<file path="config.mk">
export PLATFORM = sky130hd
export DESIGN_NAME = disp_page_scheduler
export DESIGN_NICKNAME = d
export VERILOG_FILES = /design/src/rtl/disp_page_scheduler_pkg.sv /design/src/rtl/disp_dwell_timer.sv /design/src/rtl/disp_page_scheduler.sv
export SDC_FILE = /design/constraint.sdc
export NUM_CORES = 1
export LEC_CHECK = 0
export ABC_AREA = 0
export CELL_PAD_IN_SITES_DETAIL_PLACEMENT = 0
export CELL_PAD_IN_SITES_GLOBAL_PLACEMENT = 2
export CORE_ASPECT_RATIO = 1.1
export CORE_MARGIN = 2
export CORE_UTILIZATION = 26
export DETAILED_ROUTE_END_ITERATION = 10
export GPL_TIMING_DRIVEN = 0
export PLACE_DENSITY_LB_ADDON = 0.1
export SYNTH_ARGS = -nofsm -noshare
export SYNTH_HDL_FRONTEND = slang
export SYNTH_SLANG_ARGS = --single-unit
</file>
<file path="constraint.sdc">
create_clock -name clk -period 4.2 [get_ports clk]
set_clock_uncertainty 0.15 [all_clocks]
set_input_delay 0.42 -clock clk [delete_from_list [all_inputs] [get_ports clk]]
set_output_delay 0.42 -clock clk [all_outputs]
set_load 0.05 [all_outputs]
</file>
<file path="src/rtl/disp_page_scheduler_pkg.sv">
// Shared display definitions for the page scheduler.
//   page_t         2-bit page index, PAGE_PC/PAGE_RS/PAGE_RT/PAGE_RES = 0..3
//   ENABLE_OFF     all anodes off (active-low)
//   disp_state_e   scan FSM states; StBlank exists only with DISP_SCHED_BLANK_EN
//   digit_nibble   pick the hex nibble of a 16-bit snapshot for a digit
//   digit_enable   one-hot-low anode pattern for a digit
// Optional feature macro: DISP_SCHED_BLANK_EN (blank interval between digits).
package disp_page_scheduler_pkg;

  typedef logic [1:0] page_t;

  localparam page_t PAGE_PC  = 2'd0;
  localparam page_t PAGE_RS  = 2'd1;
  localparam page_t PAGE_RT  = 2'd2;
  localparam page_t PAGE_RES = 2'd3;

  localparam logic [3:0] ENABLE_OFF = 4'b1111;

`ifdef DISP_SCHED_BLANK_EN
  typedef enum logic {StScan = 1'b0, StBlank = 1'b1} disp_state_e;
`else
  typedef enum logic {StScan = 1'b0} disp_state_e;
`endif

  function automatic logic [3:0] digit_nibble(input logic [15:0] snap, input logic [1:0] digit);
    return snap[{digit, 2'b00} +: 4];
  endfunction

  function automatic logic [3:0] digit_enable(input logic [1:0] digit);
    return ~(4'b0001 << digit);
  endfunction

endpackage

</file>
<file path="src/rtl/disp_dwell_timer.sv">
// Counts frame boundaries in auto mode and flags when a page has dwelt long enough.
//   clk_i    system clock
//   rst_i    synchronous active-high reset
//   step_i   one pulse per frame boundary while rotating
//   clr_i    hold the count at zero (manual mode)
//   wrap_o   combinational: this step is the last frame of the page, count clears
module disp_dwell_timer #(
  parameter int unsigned Frames = 256
) (
  input  logic clk_i,
  input  logic rst_i,
  input  logic step_i,
  input  logic clr_i,
  output logic wrap_o
);

  localparam logic [15:0] Last = 16'(Frames - 1);

  logic [15:0] count_q, count_d;

  assign wrap_o = step_i && !clr_i && (count_q == Last);

  always_comb begin
    count_d = count_q;
    if (clr_i) begin
      count_d = '0;
    end else if (step_i) begin
      count_d = wrap_o ? '0 : count_q + 16'd1;
    end
  end

  always_ff @(posedge clk_i) begin
    if (rst_i) begin
      count_q <= '0;
    end else begin
      count_q <= count_d;
    end
  end

endmodule

</file>
<file path="src/rtl/disp_page_scheduler.sv">
// Seven-segment page scheduler: scans four hex digits of a page snapshot, one
// step per tick, and picks the page shown in each frame (manual switches or
// automatic rotation after DWELL_FRAMES frames).
//   clk, Reset     clock, synchronous active-high reset
//   tick           scan-step strobe
//   auto_mode      1 = rotate pages, 0 = page from {SW_15,SW_14}
//   page0..page3   16-bit page data
//   Enable         active-low digit anodes
//   disp           nibble for the segment decoder
//   page           page currently shown
//   frame_done     one-clk pulse at each frame boundary
// Optional feature macro: DISP_SCHED_BLANK_EN inserts an all-off step after
// every lit digit (8 ticks per frame instead of 4).
module disp_page_scheduler
  import disp_page_scheduler_pkg::*;
#(
  parameter int unsigned DWELL_FRAMES = 256
) (
  input  logic        clk,
  input  logic        Reset,
  input  logic        tick,
  input  logic        auto_mode,
  input  logic        SW_15,
  input  logic        SW_14,
  input  logic [15:0] page0,
  input  logic [15:0] page1,
  input  logic [15:0] page2,
  input  logic [15:0] page3,
  output logic [3:0]  Enable,
  output logic [3:0]  disp,
  output logic [1:0]  page,
  output logic        frame_done
);

  disp_state_e state_q, state_d;
  logic [1:0]  digit_q, digit_d;
  // Cleared by reset: the first tick lights digit 0 without being a boundary.
  logic        primed_q, primed_d;
  page_t       page_q, page_d;
  logic [15:0] snap_q, snap_d;
  logic [3:0]  enable_q, enable_d;
  logic [3:0]  disp_q, disp_d;
  logic        frame_done_q, frame_done_d;

  logic       go_blank;
  logic       light;
  logic       boundary;
  logic [1:0] next_digit;
  logic       dwell_wrap;

  disp_dwell_timer #(
    .Frames (DWELL_FRAMES)
  ) u_dwell_timer (
    .clk_i  (clk),
    .rst_i  (Reset),
    .step_i (boundary && auto_mode),
    .clr_i  (!auto_mode),
    .wrap_o (dwell_wrap)
  );

  // State register.
  always_ff @(posedge clk) begin
    if (Reset) begin
      state_q      <= StScan;
      digit_q      <= 2'd0;
      primed_q     <= 1'b0;
      page_q       <= PAGE_PC;
      snap_q       <= '0;
      enable_q     <= ENABLE_OFF;
      disp_q       <= 4'h0;
      frame_done_q <= 1'b0;
    end else begin
      state_q      <= state_d;
      digit_q      <= digit_d;
      primed_q     <= primed_d;
      page_q       <= page_d;
      snap_q       <= snap_d;
      enable_q     <= enable_d;
      disp_q       <= disp_d;
      frame_done_q <= frame_done_d;
    end
  end

  // Next-state logic.
  always_comb begin
`ifdef DISP_SCHED_BLANK_EN
    go_blank = tick && primed_q && (state_q == StScan);
`else
    go_blank = 1'b0;
`endif
    light      = tick && !go_blank;
    // A boundary is the lighting step that follows digit 3.
    boundary   = light && primed_q && (digit_q == 2'd3);
    next_digit = primed_q ? digit_q + 2'd1 : 2'd0;

    state_d  = state_q;
    digit_d  = digit_q;
    primed_d = primed_q;
`ifdef DISP_SCHED_BLANK_EN
    if (go_blank) begin
      state_d = StBlank;
    end else if (light) begin
      state_d = StScan;
    end
`endif
    if (light) begin
      digit_d  = next_digit;
      primed_d = 1'b1;
    end
  end

  // Output and datapath next values (all outputs are registered).
  always_comb begin
    page_d       = page_q;
    snap_d       = snap_q;
    enable_d     = enable_q;
    disp_d       = disp_q;
    frame_done_d = 1'b0;

    if (boundary) begin
      if (auto_mode) begin
        page_d = dwell_wrap ? page_q + 2'd1 : page_q;
      end else begin
        page_d = {SW_15, SW_14};
      end
      case (page_d)
        PAGE_PC:  snap_d = page0;
        PAGE_RS:  snap_d = page1;
        PAGE_RT:  snap_d = page2;
        PAGE_RES: snap_d = page3;
        default:  snap_d = page0;
      endcase
      frame_done_d = 1'b1;
    end

    if (go_blank) begin
      enable_d = ENABLE_OFF;
    end else if (light) begin
      // Uses snap_d so digit 0 of a new frame already shows the new page.
      enable_d = digit_enable(next_digit);
      disp_d   = digit_nibble(snap_d, next_digit);
    end
  end

  assign Enable     = enable_q;
  assign disp       = disp_q;
  assign page       = page_q;
  assign frame_done = frame_done_q;

endmodule

</file>
; ---- Word-level counts from Yosys, hierarchy flattened
; Cells that the tools add are included.
[op_classes]
mux = 8
n_addsub = 3
reduce_logical = 7
eq_ne = 5
n_bitwise = 2
shift = 2
[op_table]
columns = cell, n
row1 = 16-bit one-hot mux with 4 select lines, 1
row2 = 16-bit two-way mux, 2
row3 = 16-bit by 1-bit adder with 16-bit output (second input constant), 1
row4 = 16-bit by 8-bit == test with 1-bit output (second input constant), 1
row5 = 16-bit by 5-bit indexed part select with 4-bit output, 1
row6 = 2-bit two-way mux, 4
row7 = 2-bit == test (second input constant), 3
row8 = 1-bit logical AND, 5
row9 = 2-bit by 1-bit adder with 2-bit output (second input constant), 2
row10 = 4-bit inverter, 1
row11 = 1-bit by 2-bit left shift with 4-bit output (first input constant), 1
row12 = 2-bit by 1-bit == test with 1-bit output (second input constant), 1
row13 = 2-bit logical NOT, 1
row14 = 2-bit OR reduction, 1
row15 = 1-bit two-way mux, 1
row16 = 1-bit inverter, 1
[word_totals]
ff_bits = 46
out_inout_bits = 11
inputBits = 70

; ---- Logic depth before layout (Yosys ltp)
; Gate-level depths: netlist of the first run.
[logic_depth]
word_depth = 12
mapped_depth = 13
ltp_nobuf = 9

; ---- By module
; A second synthesis of the first run with hierarchy kept.
[hier_totals]
hier_cells = 342
hier_area_um2 = 2611.3
[modules_own_cells]
columns = mod, seq_area_each_um2, area_each_um2, instances, cells_per_inst
row1 = disp_page_scheduler, 600.6, 1851.8, 1, 255
row2 = disp_dwell_timer, 320.3, 759.5, 1, 87

; ---- Worst setup path after synthesis of the first run
; No wires, ideal clock.
[synth_timing]
kind = register -> register
start = register u_dwell_timer.count_q[0]
end = register disp_q[0] (netlist: disp[0])
synth_period_minus_slack_ps = 2996
arrival_time_ps = 2743
path_stages_with_launch = 13
path_buffers = 3
path_slack_ps = 1204
cell_sequence = dfxtp_1 > ha_1 > nand4_1 > or3_1 > clkbuf_1 > or3_1 > a31o_2 > buf_6 > buf_6 > mux2i_1 > a2bb2oi_1 > a22o_1 > a2111oi_2
[synth_via]
elab_chain_cells = 9
elab_cells_between_ends = 12
[synth_rtl]
columns = item, line_no
row1 = start: declaration, disp_dwell_timer.sv:19  ; logic [15:0] count_q, count_d;
row2 = start signal: assignment, disp_dwell_timer.sv:36  ; count_q <= count_d;
row3 = 16-bit by 8-bit == test with 1-bit output *, disp_dwell_timer.sv:21  ; assign wrap_o = step_i && !clr_i && (count_q == Last);
row4 = 1-bit logical AND *, disp_dwell_timer.sv:21
row5 = 2-bit two-way mux *, disp_page_scheduler.sv:122  ; page_d = dwell_wrap ? page_q + 2'd1 : page_q;
row6 = 2-bit two-way mux *, disp_page_scheduler.sv:121  ; if (auto_mode) begin
row7 = 2-bit two-way mux *, disp_page_scheduler.sv:120  ; if (boundary) begin
row8 = 2-bit == test (tied with other cells), disp_page_scheduler.sv:126  ; case (page_d)
row9 = 16-bit one-hot mux with 4 select lines *, disp_page_scheduler.sv:126
row10 = 16-bit two-way mux *, disp_page_scheduler.sv:120
row11 = 16-bit by 5-bit indexed part select with 4-bit output *, disp_page_scheduler_pkg.sv:26  ; return snap[{digit, 2'b00} +: 4];
row12 = end signal: assignment, disp_page_scheduler.sv:79  ; disp_q <= disp_d;
row13 = end: declaration, disp_page_scheduler.sv:42  ; logic [3:0] disp_q, disp_d;
; Every way passes the cells marked *; elsewhere a longest branch is shown, timed or not. The select of a mux whose other input is x is not followed.
; A chain may end at the register's enable or synchronous reset.

; ---- Worst setup path after layout of the first run
[layout_timing]
start = input auto_mode
end = register disp_q[2] (netlist: disp[2])
[layout_via]
elab_chain_cells = 10
elab_cells_between_ends = 13
[layout_rtl]
columns = item, line_no
row1 = start: declaration, disp_page_scheduler.sv:22  ; input logic auto_mode,
row2 = 1-bit logical AND, disp_page_scheduler.sv:56  ; .step_i (boundary && auto_mode),
row3 = 1-bit logical AND (2 in series), disp_dwell_timer.sv:21
row4 = 2-bit two-way mux, disp_page_scheduler.sv:122
row5 = 2-bit two-way mux *, disp_page_scheduler.sv:121
row6 = 2-bit two-way mux *, disp_page_scheduler.sv:120
row7 = 2-bit == test (tied with other cells), disp_page_scheduler.sv:126
row8 = 16-bit one-hot mux with 4 select lines *, disp_page_scheduler.sv:126
row9 = 16-bit two-way mux *, disp_page_scheduler.sv:120
row10 = 16-bit by 5-bit indexed part select with 4-bit output *, disp_page_scheduler_pkg.sv:26
; Marks and branches as above.

==> results of run 1 <==
[where the power goes]
group	internal, mW	total, mW	switching [mW]
registers	0.441	0.445	0.00336
logic	0.101	0.187	0.0860
clock network	0.221	0.389	0.168
total	0.763	1.02	0.258
[worst max-delay path, delay by kind of cell]
kind            cells  cell delay [ns]
compound gates      4             1.06
buf+inv             4             1.06
simple gates        3             0.91
mux                 1             0.14
[logic make-up (layout without fill, tap and decap cells)]
| group | after synthesis | count (layout) | synth area share |
|---|---|---|---|
| and+or+nand+nor | 166 | 166 | 0.266 |
| adders and majority gates | 2 | 2 | 0.00895 |
| AOI/OAI and AO/OA | 79 | 79 | 0.202 |
| muxes | 27 | 27 | 0.0998 |
| DFF | 46 | 46 | 0.329 |
| xor gates and xnor gates | 15 | 15 | 0.0470 |
| buffers and inverters | 28 | 116 | 0.0474 |
[state kept, by name, indices dropped and copies added, names as in the netlist]
register               cells
Enable                     4
digit_q                    2
disp                       4
frame_done                 1
page                       2
primed_q                   1
snap_q                    16
u_dwell_timer.count_q     16
[area by class of cell]
| class | instances | area share |
|---|---|---|
| clock buffers | 6 | 0.0329 |
| inverters | 3 | 0.00287 |
| well taps | 143 | 0.0457 |
| plain buffers | 25 | 0.0310 |
| clock inverters | 2 | 0.00351 |
| multi-input cells | 289 | 0.445 |
| repair buffers | 80 | 0.204 |
| flip-flops and latches | 46 | 0.235 |
[routing by layer]
metal  share of wire  routed length [um]  up-vias  global-route usage
li1                -                   -     1463                   -
met4          0.0099                  87        0              0.0395
met5               0                   0        -                   0
met2            0.46                4040       78               0.261
met3           0.067                 589        7              0.0327
met1            0.46                4080     1291               0.206
[metrics by stage]
| stage | instance area, sq um | setup WS [ns] |
|---|---|---|
| 5_1_grt | 3920 | 0.284 |
| 6_report | 3920 | 0.622 |
| 3_3_place_gp | 3780 | 0.285 |
| 4_1_cts | 3920 | 0.557 |
| 2_1_floorplan | 2800 | 1.20 |
| 3_5_place_dp | 3780 | 0.284 |
[placed cells by master (no fill, tap or decap), types with 3 or more instances in the layout]
master            n
clkdlybuf4s50_1  80
nor2_1           61
nand2_1          52
dfxtp_1          46
o21ai_0          20
mux2i_1          20
clkbuf_1         17
a211oi_1         16
nor3_1           12
xor2_1           11
nand3_1           9
a22o_1            8
a22oi_1           7
mux2_2            7
a21oi_1           6
and3_1            5
a31oi_1           5
clkbuf_16         5
nand4_1           4
or3_1             4
buf_2             4
o31ai_1           4
xnor2_1           4
nor2b_1           3
buf_6             3
nor3b_1           3
[how the worst max path moves through the flow]
stage	start	to	slack, ns	cells past startpoint
after floorplan	u_dwell_timer.count_q[0]$_SDFFE_PP0P_	disp[0]$_SDFFE_PP0P_	1.20	12
after global placement	auto_mode	disp[2]$_SDFFE_PP0P_	0.29	12
after detailed placement	auto_mode	disp[2]$_SDFFE_PP0P_	0.28	12
after CTS	auto_mode	disp[2]$_SDFFE_PP0P_	0.56	12
after global routing	auto_mode	disp[2]$_SDFFE_PP0P_	0.28	12
final	auto_mode	disp[2]$_SDFFE_PP0P_	0.62	12
==> key figures, run 1 <==
Placed design
  – Placed insts: ~590
  – DP HPWL: 6.74 mm
  – IO buf count: 80
  – Gpl congestion: 0.756

Synthesis
  – Yosys top cell area share: 0.329
  – Synth area leader: dfxtp_1
  – Top cells by area, synth: dfxtp_1 33%, nor2_1 8.2%, mux2i_1 7.2%
  – Syn Inst Count: about 360
  – Top_reg_cell synth: dfxtp_1
  – Ys async rst share: 0
  – Top-count cell post-synth: nor2_1
  – Synth Area per Inst: 7.70 sq um
  – Sequential share of the synthesized area: 0.329
  – Synth warn: 0
  – Post-synth EDFFs: 0
  – Netlist cell types: 47
  – Yosys reg bits: 46
  – Cell Area, Synth: roughly 2800 sq um
  – Ranking of synthesized cells by instance count: 61 x nor2_1, 52 x nand2_1, 46 x dfxtp_1, 20 x mux2i_1, 20 x o21ai_0
  – Synthesized Nets: about 440

Setup path
  – CP max FO: 10
  – Worst Path Arrival: 3.60 ns
  – Reg2reg end: disp[2]$_SDFFE_PP0P_
  – Worst reg2reg path depth: 12
  – Reg2reg setup slack: 0.85 ns
  – Slowest CP cell: clkdlybuf4s50_1
  – Kind of critical path: primary input to register
  – Worst Path Required: 4.22 ns
  – Cell-by-cell trace of the critical path: clkdlybuf4s50_1 -> nand4_1 -> or3_1 -> clkbuf_1 -> or3_1 -> a31o_2 -> buf_6 -> buf_6 -> mux2i_1 -> o21ai_0 -> o22ai_1 -> a2111oi_0
  – CP Capture Type: register
  – RR Startpoint: digit_q[1]$_SDFFE_PP0P_
  – CP peak stage delay: 0.60 ns
  – Critical path launch point type: primary input

Status
  – Status: finished, final reports clean

Clocking
  – # clock sinks: between 40 and 50
  – Clk pin slew, worst setup/hold paths: approximately 0.070 ns
  – PostCTS Resize Cnt: 0
  – CTS tree: built
  – CTS root buf: clkbuf_16
  – Setup bufs post-CTS: 0
  – Worst-case clock buffer depth: 2
  – Clk Latency, worst-skew pair: between 0.2 and 0.3 ns
  – CTS Hold Buffers Added: 0
  – CTS Buf Count: 5
  – CTS H-tree lvls: 2

Final layout
  – Syn-to-layout area delta: 40.1%
  – Share of layout cells above drive strength 1: 0.0687
  – Diode count: 0
  – Final core utilization: 0.375
  – Footprint of the multi-input gates: between 1500 and 2000 sq um
  – Fillcell total: roughly 1,200
  – Storage cell area: between 900 and 1000 sq um
  – Fin cells: ~590
  – Total Nets Final: ~520

STA
  – Setup-failing EPs final: 0
  – Slew Viols, Final: 0
  – Fmax: around 280 MHz
  – Unrepaired setup endpoints after global routing: no
  – Final Hold Viols: 0
  – Final critical-path required period: between 3 and 4 ns
  – Hold Slack: approximately 0.34 ns
  – Slew @ Worst Pin: between 1 and 1.5 ns
  – Sum Neg Setup Slack: 0 ns
  – Worst slew margin: 0.148
  – Crit share post-route: 0.852

Floorplan
  – Chip width: a little over 100 um
  – Initial Utilization: 0.268
  – IO Count: a little over 80
  – Die area: 11,600 sq um
  – Die Height: about 110 um
  – Core ar.: 10,400 sq um
  – Cell Rows: 39

Worst hold path
  – HP Start: Enable[0]$_SDFFE_PP1P_
  – Hold path depth: 2
  – HP Class: register to register
  – Hold EP: Enable[0]$_SDFFE_PP1P_

Pwr
  – Total power: between 1 and 1.5 mW
  – Power Density: roughly 260 nW/um^2
  – Worst vdd ir: 133 uV
  – Leakage: between 1 and 1.5 nW

Run
  – Max Cap Viol: 0

Global routing
  – First-pass GRT wire length: 14.4 mm
  – GRT overflow: 0
  – Overall Global Routing Usage: 0.157
  – Initial antenna violation count: 0
  – Largest net degree at the start of global routing: 15
  – Vias in the first global route: approximately 2,900

Drt
  – Total wire length: roughly 8.8 mm
  – Wire per inst: 14.8 um
  – Routed vias: roughly 2,800
  – Starting DRT DRC Count: a little under 70
  – DRT antenna net count: 0
  – DRC viols: 0
  – DRT Pass-1 Iters: 4
  – Vias/cell: ~4.8
Note: power is estimated with default switching activity, not from simulation.
==> run 2: changes to the inputs <==
--- a/config.mk
+++ b/config.mk
@@ -14,6 +14,7 @@
 export DETAILED_ROUTE_END_ITERATION = 10
 export GPL_TIMING_DRIVEN = 0
 export PLACE_DENSITY_LB_ADDON = 0.1
+export RECOVER_POWER = 25
 export SYNTH_ARGS = -nofsm -noshare
 export SYNTH_HDL_FRONTEND = slang
 export SYNTH_SLANG_ARGS = --single-unit
==> run 2 against run 1 <==
  * Combinational power about the same
  * Critical path depth unchanged
  * Via count rose by 0.85%
  * Global-route usage is the same
  * Clock-buffer cell count is the same
  * Register-to-register slack about the same
  * Highest routed layer unchanged
  * Utilization is the same
  * Critical path type unchanged
==> key figures, run 2 (same netlist as run 1, synthesis figures left out) <==
STA
  – Sum Neg Setup Slack: 0 ns (unchanged)
  – Crit share post-route: 0.853 (was 0.852)
  – Unrepaired setup endpoints after global routing: no (unchanged)
  – Setup-failing EPs final: 0 (unchanged)
  – Final critical-path required period: 3.58 ns (about the same)
  – Hold Slack: 0.338 ns (was 0.341 ns)
  – Worst slew margin: 0.148 (unchanged)
  – Slew Viols, Final: 0 (unchanged)
  – Slew @ Worst Pin: 1.27 ns (unchanged)
  – Final Hold Viols: 0 (unchanged)
  – Fmax: 279 MHz (about the same)
  – Final worst setup slack: 0.619 ns (was 0.622 ns)

Status
  – Status: finished, final reports clean (unchanged)

Setup path
  – Critical path launch point type: primary input (unchanged)
  – CP max FO: 10 (unchanged)
  – Worst Path Required: 4.22 ns (about the same)
  – Reg2reg end: disp[2]$_SDFFE_PP0P_ (unchanged)
  – RR Startpoint: digit_q[1]$_SDFFE_PP0P_ (unchanged)
  – Worst Path Arrival: 3.60 ns (about the same)
  – Kind of critical path: primary input to register (unchanged)
  – Worst reg2reg path depth: 12 (unchanged)
  – CP Capture Type: register (unchanged)
  – Reg2reg setup slack: 0.85 ns (about the same)

Global routing
  – GRT overflow: 0 (unchanged)
  – Vias in the first global route: 2,888 (unchanged)
  – Largest net degree at the start of global routing: 15 (unchanged)
  – Initial antenna violation count: 0 (unchanged)
  – First-pass GRT wire length: 14.4 mm (unchanged)
  – Overall Global Routing Usage: 0.157 (unchanged)

Final layout
  – Total Nets Final: 522 (unchanged)
  – Most common cell after layout, fill and taps aside: clkdlybuf4s50_1 (unchanged)
  – Syn-to-layout area delta: 40.1% (unchanged)
  – Diode count: 0 (unchanged)
  – Largest registers: snap_q: 16 flops, u_dwell_timer.count_q: 16 flops (unchanged)
  – Most frequent cells in the layout: 70 x clkdlybuf4s50_1, 61 x nor2_1, 52 x nand2_1 (was 80 x clkdlybuf4s50_1, 61 x nor2_1, 52 x nand2_1)
  – Share of layout cells above drive strength 1: 0.0687 (unchanged)

Clocking
  – Worst-case clock buffer depth: 2 (unchanged)
  – CTS Buf Count: 5 (unchanged)
  – PostCTS Resize Cnt: 0 (unchanged)
  – Clk pin slew, worst setup/hold paths: 0.06 ns (was 0.07 ns)
  – CTS Hold Buffers Added: 0 (unchanged)
  – Setup bufs post-CTS: 0 (unchanged)
  – Clk Latency, worst-skew pair: 0.28 ns (about the same)
  – CTS tree: built (unchanged)
  – CTS root buf: clkbuf_16 (unchanged)
  – # clock sinks: 46 (unchanged)
  – CTS H-tree lvls: 2 (unchanged)

Floorplan
  – IO Count: 81 (unchanged)
  – Core ar.: 10,400 sq um (unchanged)
  – Cell Rows: 39 (unchanged)
  – Initial Utilization: 0.268 (unchanged)
  – Die area: 11,600 sq um (unchanged)
  – Die Height: 113 um (unchanged)
  – Chip width: 103 um (unchanged)

Drt
  – Routed vias: 2,863 (was 2,839)
  – DRT antenna net count: 0 (unchanged)
  – DRC viols: 0 (unchanged)
  – Total wire length: 8.81 mm (was 8.80 mm)
  – DRT Pass-1 Iters: 4 (unchanged)
  – Starting DRT DRC Count: 70 (was 69)
  – Vias/cell: 4.82 (was 4.78)
  – Wire per inst: 14.8 um (about the same)

Worst hold path
  – Hold path depth: 2 (unchanged)
  – Hold EP: Enable[2]$_SDFFE_PP1P_ (was Enable[0]$_SDFFE_PP1P_)
  – HP Start: Enable[2]$_SDFFE_PP1P_ (was Enable[0]$_SDFFE_PP1P_)
  – HP Class: register to register (unchanged)

Placed design
  – IO buf count: 80 (unchanged)
  – Placement Setup Slack: 0.284 ns (unchanged)
  – Gpl congestion: 0.756 (unchanged)
  – DP HPWL: 6.74 mm (unchanged)

Pwr
  – P_sw: 0.256 mW (was 0.258 mW)
  – Internal power: 0.762 mW (was 0.763 mW)
  – Leakage: 1.42 nW (about the same)
  – Reg power frac: 0.437 (was 0.436)
  – Gate power share: 0.182 (was 0.183)
  – Clock network fraction of total power: 0.381 (about the same)
  – Worst vdd ir: 133 uV (about the same)
  – Power Density: 260 nW/um^2 (about the same)
  – Sw Ratio: 0.251 (was 0.252)

Run
  – Max Cap Viol: 0 (unchanged)
==> run 2: power by group through the flow <==
stage / Sequential [mW] / Clock, mW / Combinational, mW
after floorplan: 0.469 / 0 / 0.0729
after global placement: 0.455 / 0 / 0.188
after detailed placement: 0.455 / 0 / 0.189
after CTS: 0.445 / 0.402 / 0.190
after global routing: 0.445 / 0.416 / 0.202
final: 0.445 / 0.387 / 0.185
==> run 2: final cells by class <==
cell class | instances | area, sq um
Multi-Input combinational cell | 289 | 1740
Sequential cell | 46 | 921
Clock buffer | 6 | 129
Buffer | 25 | 121
Inverter | 3 | 11.3
Timing Repair Buffer | 80 | 801
Tap cell | 143 | 179
Fill cell | 1154 | 6520
Clock inverter | 2 | 13.8
==> run 2: per-layer routing <==
metal | vias to the layer above | global-route usage | routed length (um)
met5 | - | 0 | 0
met4 | 0 | 0.0395 | 87
met3 | 7 | 0.0327 | 601
met2 | 82 | 0.261 | 4060
met1 | 1310 | 0.206 | 4060
li1 | 1464 | - | -
==> run 2: through the flow <==
step / cell area (sq um) / util / total power, mW / cells
after floorplan: 2800 / - / 0.541 / 363
after global placement: 3780 / 0.362 / 0.643 / 586
after detailed placement: 3780 / 0.362 / 0.644 / 586
after CTS: 3920 / 0.375 / 1.04 / 594
after global routing: 3920 / 0.375 / 1.06 / 594
final: 3920 / 0.375 / 1.02 / 594
==> run 2: how the worst max path moves through the flow <==
stage,to,slack (ns),cells past startpoint,startpoint
finish,disp[2]$_SDFFE_PP0P_,0.62,12,tick
CTS,disp[2]$_SDFFE_PP0P_,0.56,12,auto_mode
floorplan,disp[0]$_SDFFE_PP0P_,1.20,12,u_dwell_timer.count_q[0]$_SDFFE_PP0P_
global placement,disp[2]$_SDFFE_PP0P_,0.29,12,auto_mode
detailed placement,disp[2]$_SDFFE_PP0P_,0.28,12,auto_mode
global route,disp[2]$_SDFFE_PP0P_,0.27,12,tick
==> run 2: worst max-delay path, cell delays in order <==
cell           delay, ns
dlygate4sd3_1       0.65
nand2_2             0.12
or3_1               0.38
clkbuf_1            0.17
or3_1               0.36
a31o_2              0.27
buf_6               0.14
buf_6               0.15
mux2i_1             0.14
o21ai_0             0.25
o22ai_1             0.15
a2111oi_0           0.39
